$ cat config.mk
export PLATFORM = sky130hd
export DESIGN_NAME = queue_push_arbiter
export DESIGN_NICKNAME = d
export VERILOG_FILES = /design/src/rtl/queue_push_arbiter.sv
export SDC_FILE = /design/constraint.sdc
export NUM_CORES = 1
export LEC_CHECK = 0
export CORE_ASPECT_RATIO = 0.8
export CORE_MARGIN = 1
export CORE_UTILIZATION = 27
export CTS_CLUSTER_SIZE = 40
export DETAILED_ROUTE_END_ITERATION = 10
export GPL_TIMING_DRIVEN = 0
export PLACE_DENSITY = 0.8
export SLEW_MARGIN = 20
export SYNTH_ARGS = -nofsm -noshare
export SYNTH_HDL_FRONTEND = slang
export SYNTH_SLANG_ARGS = --single-unit
export TNS_END_PERCENT = 30
$ cat constraint.sdc
create_clock -name clk -period 1.8 [get_ports clk]
set_input_delay 0.18 -clock clk [delete_from_list [all_inputs] [get_ports clk]]
set_output_delay 0.18 -clock clk [all_outputs]
set_load 0.01 [all_outputs]
$ cat src/rtl/queue_push_arbiter.sv
// ----------------------------------------------------------------------------
// queue_push_arbiter
//
// Arbitrates four requesters onto the push side of one downstream queue.
// Arbitration is round-robin and tenure-based. An idle arbiter picks the first
// requester at or after rrPtr, and that requester then owns the queue for up
// to MAX_BURST pushes. A full queue stalls the owner but does not take
// ownership away. When the owner drops its request, ownership is released.
// When a tenure ends, one idle cycle follows before the next owner is granted.
//
// Optional feature (macro QUEUE_PUSH_ARBITER_STATS_EN):
//   defined   -> saturating per-requester grant counters and an owner-stall
//                counter are built.
//   undefined -> grantCount_OUT and stallCount_OUT are tied to zero.
//
// Parameters:
//   DATA_WIDTH : width of one queue entry
//   MAX_BURST  : maximum consecutive grants per tenure (1..255)
//
// Ports:
//   clk            : clock, rising edge
//   reset          : asynchronous active-low reset
//   req_IN         : per-requester push request (bit i = requester i)
//   data_IN        : requester i data at [i*DATA_WIDTH +: DATA_WIDTH]
//   fullFlag_IN    : downstream queue full
//   grant_OUT      : one-hot-or-zero grant, combinational
//   pushReq_OUT    : push strobe to the queue (= |grant_OUT)
//   data_OUT       : granted data, zero when no push
//   grantCount_OUT : per-requester grant counters, 16 bits each
//   stallCount_OUT : cycles in which the owner requested while the queue was full
// ----------------------------------------------------------------------------
module queue_push_arbiter #(
  parameter int DATA_WIDTH = 32,
  parameter int MAX_BURST  = 4
) (
  input  logic                    clk,
  input  logic                    reset,
  input  logic [3:0]              req_IN,
  input  logic [4*DATA_WIDTH-1:0] data_IN,
  input  logic                    fullFlag_IN,
  output logic [3:0]              grant_OUT,
  output logic                    pushReq_OUT,
  output logic [DATA_WIDTH-1:0]   data_OUT,
  output logic [4*16-1:0]         grantCount_OUT,
  output logic [15:0]             stallCount_OUT
);

  localparam logic [0:0] IDLE = 1'b0;
  localparam logic [0:0] OWN  = 1'b1;

  // Value of burstCnt when the final grant of a tenure is issued.
  localparam logic [7:0] LAST_BEAT = 8'(MAX_BURST - 1);

  logic [0:0] state;
  logic [1:0] owner;
  logic [1:0] rrPtr;
  logic [7:0] burstCnt;

  logic [1:0] pickIdx;
  logic       ownerReq;
  logic       granted;
  logic       stalled;

  // Round-robin search: the first set request at rrPtr, rrPtr+1, ... (mod 4).
  always_comb begin
    // NOTE: every variable assigned in always_comb gets a default first;
    // otherwise a path that leaves it unassigned infers a latch.
    pickIdx = rrPtr;
    for (int k = 3; k >= 0; k--) begin
      if (req_IN[rrPtr + 2'(k)]) pickIdx = rrPtr + 2'(k);
    end
  end

  assign ownerReq = req_IN[owner];
  assign granted  = (state == OWN) && ownerReq && !fullFlag_IN;
  assign stalled  = (state == OWN) && ownerReq && fullFlag_IN;

  always_comb begin
    grant_OUT = '0;
    if (granted) grant_OUT[owner] = 1'b1;
  end

  assign pushReq_OUT = granted;

  always_comb begin
    data_OUT = '0;
    if (granted) data_OUT = data_IN[owner*DATA_WIDTH +: DATA_WIDTH];
  end

  // Arbitration state.
  always_ff @(posedge clk or negedge reset) begin
    // NOTE: sequential state uses non-blocking (<=) assignments so that every
    // register samples pre-edge values, regardless of statement order.
    if (!reset) begin
      state    <= IDLE;
      owner    <= 2'd0;
      rrPtr    <= 2'd0;
      burstCnt <= 8'd0;
    end else begin
      case (state)
        IDLE: begin
          if ((|req_IN) && !fullFlag_IN) begin
            state    <= OWN;
            owner    <= pickIdx;
            burstCnt <= 8'd0;
          end
        end
        OWN: begin
          if (!ownerReq) begin
            // Owner has nothing left to push: release without a grant.
            state <= IDLE;
            rrPtr <= owner + 2'd1;
          end else if (granted) begin
            burstCnt <= burstCnt + 8'd1;
            if (burstCnt == LAST_BEAT) begin
              state <= IDLE;
              rrPtr <= owner + 2'd1;
            end
          end
          // If the owner requests but the queue is full, everything is held.
        end
        default: state <= IDLE;
      endcase
    end
  end

`ifdef QUEUE_PUSH_ARBITER_STATS_EN
  logic [15:0] grantCnt [4];
  logic [15:0] stallCnt;

  always_ff @(posedge clk or negedge reset) begin
    if (!reset) begin
      for (int i = 0; i < 4; i++) grantCnt[i] <= 16'd0;
      stallCnt <= 16'd0;
    end else begin
      for (int i = 0; i < 4; i++) begin
        if (grant_OUT[i] && grantCnt[i] != 16'hFFFF) grantCnt[i] <= grantCnt[i] + 16'd1;
      end
      if (stalled && stallCnt != 16'hFFFF) stallCnt <= stallCnt + 16'd1;
    end
  end

  always_comb begin
    grantCount_OUT = '0;
    for (int i = 0; i < 4; i++) grantCount_OUT[i*16 +: 16] = grantCnt[i];
  end

  assign stallCount_OUT = stallCnt;
`else
  assign grantCount_OUT = '0;
  assign stallCount_OUT = 16'd0;

  // The stall term only feeds the counters.
  logic unusedStall;
  assign unusedStall = stalled;
`endif

endmodule

==> flow_metrics.env <==
export IMPL_grt_overflow_total=0
export IMPL_cts_buffers=3
export IMPL_regToRegStartpoint="burstCnt[1]$_DFFE_PN0P_"
export IMPL_most_common_layout_cells="134 x clkdlybuf4s50_1, 88 x buf_4, 80 x conb_1, 33 x buf_6, 33 x mux4_2"
export IMPL_synth_edf_count=0
export IMPL_multi_input_area_um2=1830
export IMPL_grt_pass1_vias=2723
export IMPL_ant_nets=0
export IMPL_syn_cell_area_um2=2390
export IMPL_status="complete, but fails checks"
export IMPL_path_max_fanout=5
export IMPL_worst_pin_slew_ns=0.592
export IMPL_synth_warnings=0
export IMPL_die_area_um2=9220
export IMPL_hp_class="in2async"
export IMPL_grt_antenna_before_repair=0
export IMPL_synth_distinct_cells=32
export IMPL_yosysTopAreaCell="mux4_2"
export IMPL_cts_sinks=13
export IMPL_cts_htree_levels=1
export IMPL_dieWidth_um=107
export IMPL_syn_inst=242
export IMPL_cts_path_max_buffers=2
export IMPL_track_usage_pct=20.1
export IMPL_grt_max_degree=14
export IMPL_final_nets=652
export IMPL_fin_crit_ns=2.05
export IMPL_wire_per_inst_um=15.4
export IMPL_p_seq_share_pct=11.0
export IMPL_layout_drive_gt1_share_pct=42.7
export IMPL_power_frac_comb_pct=82.8
export IMPL_worstSetupPathType="reg2out"
export IMPL_fmax_mhz=488
export IMPL_rows=30
export IMPL_layout_cells_most_common="clkdlybuf4s50_1"
export IMPL_ys_async_sr_fraction_pct=100
export IMPL_grt_pass1_wl_um=14500
export IMPL_cts_tree="built"
export IMPL_p_switching_mw=1.62
export IMPL_intPower_mw=2.65
export IMPL_synth_top_cells_by_area="mux4_2 31%, buf_4 25%, dfrtp_1 14%"
export IMPL_slew_headroom_pct=60.4
export IMPL_synthFlopType="dfrtp_1"
export IMPL_r2r_cells=5
export IMPL_switching_share_pct=38.0
export IMPL_dpl_cell_area_um2=4540
export IMPL_synth_top_area_share_pct=31.1
export IMPL_vias=2669
export IMPL_die_y_um=86.1
export IMPL_setup_viol_count_final=41
export IMPL_gp_congestion=0.823
export IMPL_slew_viol_final=0
export IMPL_required_ns=1.62
export IMPL_synth_seq_cells=13
export IMPL_stdcell_count=623
export IMPL_diodes=0
export IMPL_pre_cts_ws_ns=-0.968
export IMPL_design_area_um2=4990
export IMPL_initial_core_util_pct=28.0
export IMPL_worstSetupStartpointType="flip-flop"
export IMPL_route_detailed_drc=0
export IMPL_ys_seq_area_share_pct=13.6
export IMPL_finalClockSkew_ns=0.00164
export IMPL_p_leak_nw=2.39
export IMPL_portBuffers=171
export IMPL_dp_cells=604
export IMPL_viasPerCell=4.28
export IMPL_syn2layout_area_growth_pct=109
export IMPL_cellPowerDensity_nw_per_um2=857
export IMPL_period_share_pct=114
export IMPL_cp_arrival_ns=1.87
export IMPL_cap_violations=0
export IMPL_r2r_slack_ns=-0.04
export IMPL_core_area_um2=8520
export IMPL_hold_viol=0
export IMPL_r2r_end="rrPtr[1]$_DFFE_PN0P_"
export IMPL_io_pins=252
export IMPL_path_clk_slew_ns=0.06
export IMPL_clk_latency_ns=0.25
export IMPL_irDropWorstVdd_mv=0.438
export IMPL_rsz0062_at_grt="yes"
export IMPL_drtIter0Drc=51
export IMPL_first_pass_iters=4
export IMPL_p_clk_share_pct=6.2
export IMPL_postSynthAreaPerCell_um2=9.86
export IMPL_wirelength_um=9630
export IMPL_dp_hpwl_um=7690
export IMPL_nFillCells=748
export IMPL_violations="setup timing"
export IMPL_cp_end_kind="output port"
export IMPL_clockRootBuffer="clkbuf_8"
export IMPL_setup_ws_ns=-0.250
export IMPL_seqCellArea_um2=328
## logic make-up after synthesis
kind of cell,after synthesis,share of synthesized area (%)
buffers and inverters,102,28.9
AND/OR/NAND/NOR,68,16.7
multiplexers,37,33.0
AO/OA/AOI/OAI,13,3.88
flip-flops,13,13.6
adder cells (fa/ha/maj),5,2.62
XOR/XNOR,3,1.10
other,1,0.157
## routing by layer
metal | vias to the layer above | wire length (um) | GRT usage (%)
met2 | 130 | 5240 | 38.6
met4 | 0 | 94 | 2.99
met3 | 12 | 788 | 4.56
met1 | 1250 | 3500 | 22.9
met5 | - | 0 | 0
li1 | 1277 | - | -
## power by group through the flow
stage	clock (mW)	combinational (mW)	sequential, mW
final	0.267	3.54	0.469
after CTS	0.272	3.32	0.461
after floorplan	0	1.76	0.438
after global placement	0	2.65	0.460
after global routing	0.283	3.80	0.482
after detailed placement	0	2.71	0.470
## per-stage QoR
stage / util, % / TNS [ns] / power [mW] / hold slack, ns
finish: 58.5 / -8.00 / 4.27 / 0.306
global route: 58.5 / -10.74 / 4.57 / 0.361
CTS: 56.6 / -9.07 / 4.06 / 0.328
detailed placement: 53.3 / -27.72 / 3.18 / 0.533
global placement: 53.3 / -25.83 / 3.12 / 0.512
floorplan: - / -0.193 / 2.20 / -0.116
## registers in the layout, summed over array words and instances, names as in the netlist
name	flops
owner	2
rrPtr	2
burstCnt	8
state	1
## worst max-delay path by stage
stage	startpoint	to	cells past startpoint
2_1_floorplan	burstCnt[0]$_DFFE_PN0P_	rrPtr[1]$_DFFE_PN0P_	5
3_3_place_gp	fullFlag_IN	data_OUT[28]	6
3_5_place_dp	fullFlag_IN	data_OUT[22]	6
4_1_cts	owner[1]$_DFFE_PN0P_	data_OUT[30]	6
5_1_grt	owner[1]$_DFFE_PN0P_	data_OUT[11]	6
6_report	owner[1]$_DFFE_PN0P_	data_OUT[11]	6
## cell type report
type                            count  area share, %
Tap cell                          112           2.81
Inverter                            5          0.376
Sequential cell                    13           6.57
Buffer                             97           15.7
Timing Repair Buffer              186           37.0
Multi-Input combinational cell    206           36.6
Clock buffer                        4          0.903
## worst max-delay path: stages, from the launching register on
cell and delay (ns):
dfrtp_1 0.36, buf_6 0.11, mux4_2 0.55, buf_6 0.17, clkbuf_16 0.15, and3_4 0.17
buf_6 0.11
## timing repair
| item | CTS | global route |
|---|---|---|
| hold buffers | 0 | 0 |
| endpoints found under the setup margin | 44 | 43 |
| cloned | 3 | 0 |
| pin swaps | 8 | 2 |
| buffers inserted | 9 | 3 |
| resized for setup | 221 | 34 |
## synthesized netlist by cell type, types with 3 or more instances
| cell type | n |
|---|---|
| buf_4 | 80 |
| and3_1 | 37 |
| mux4_2 | 33 |
| dfrtp_1 | 13 |
| clkbuf_1 | 12 |
| nand2_1 | 8 |
| buf_2 | 5 |
| ha_1 | 5 |
| inv_1 | 5 |
| a21oi_1 | 4 |
| nand4_1 | 4 |
| nor2_1 | 4 |
| mux2i_1 | 3 |
| nand3_1 | 3 |
| xor2_1 | 3 |
(Power assumes the default switching activity.)
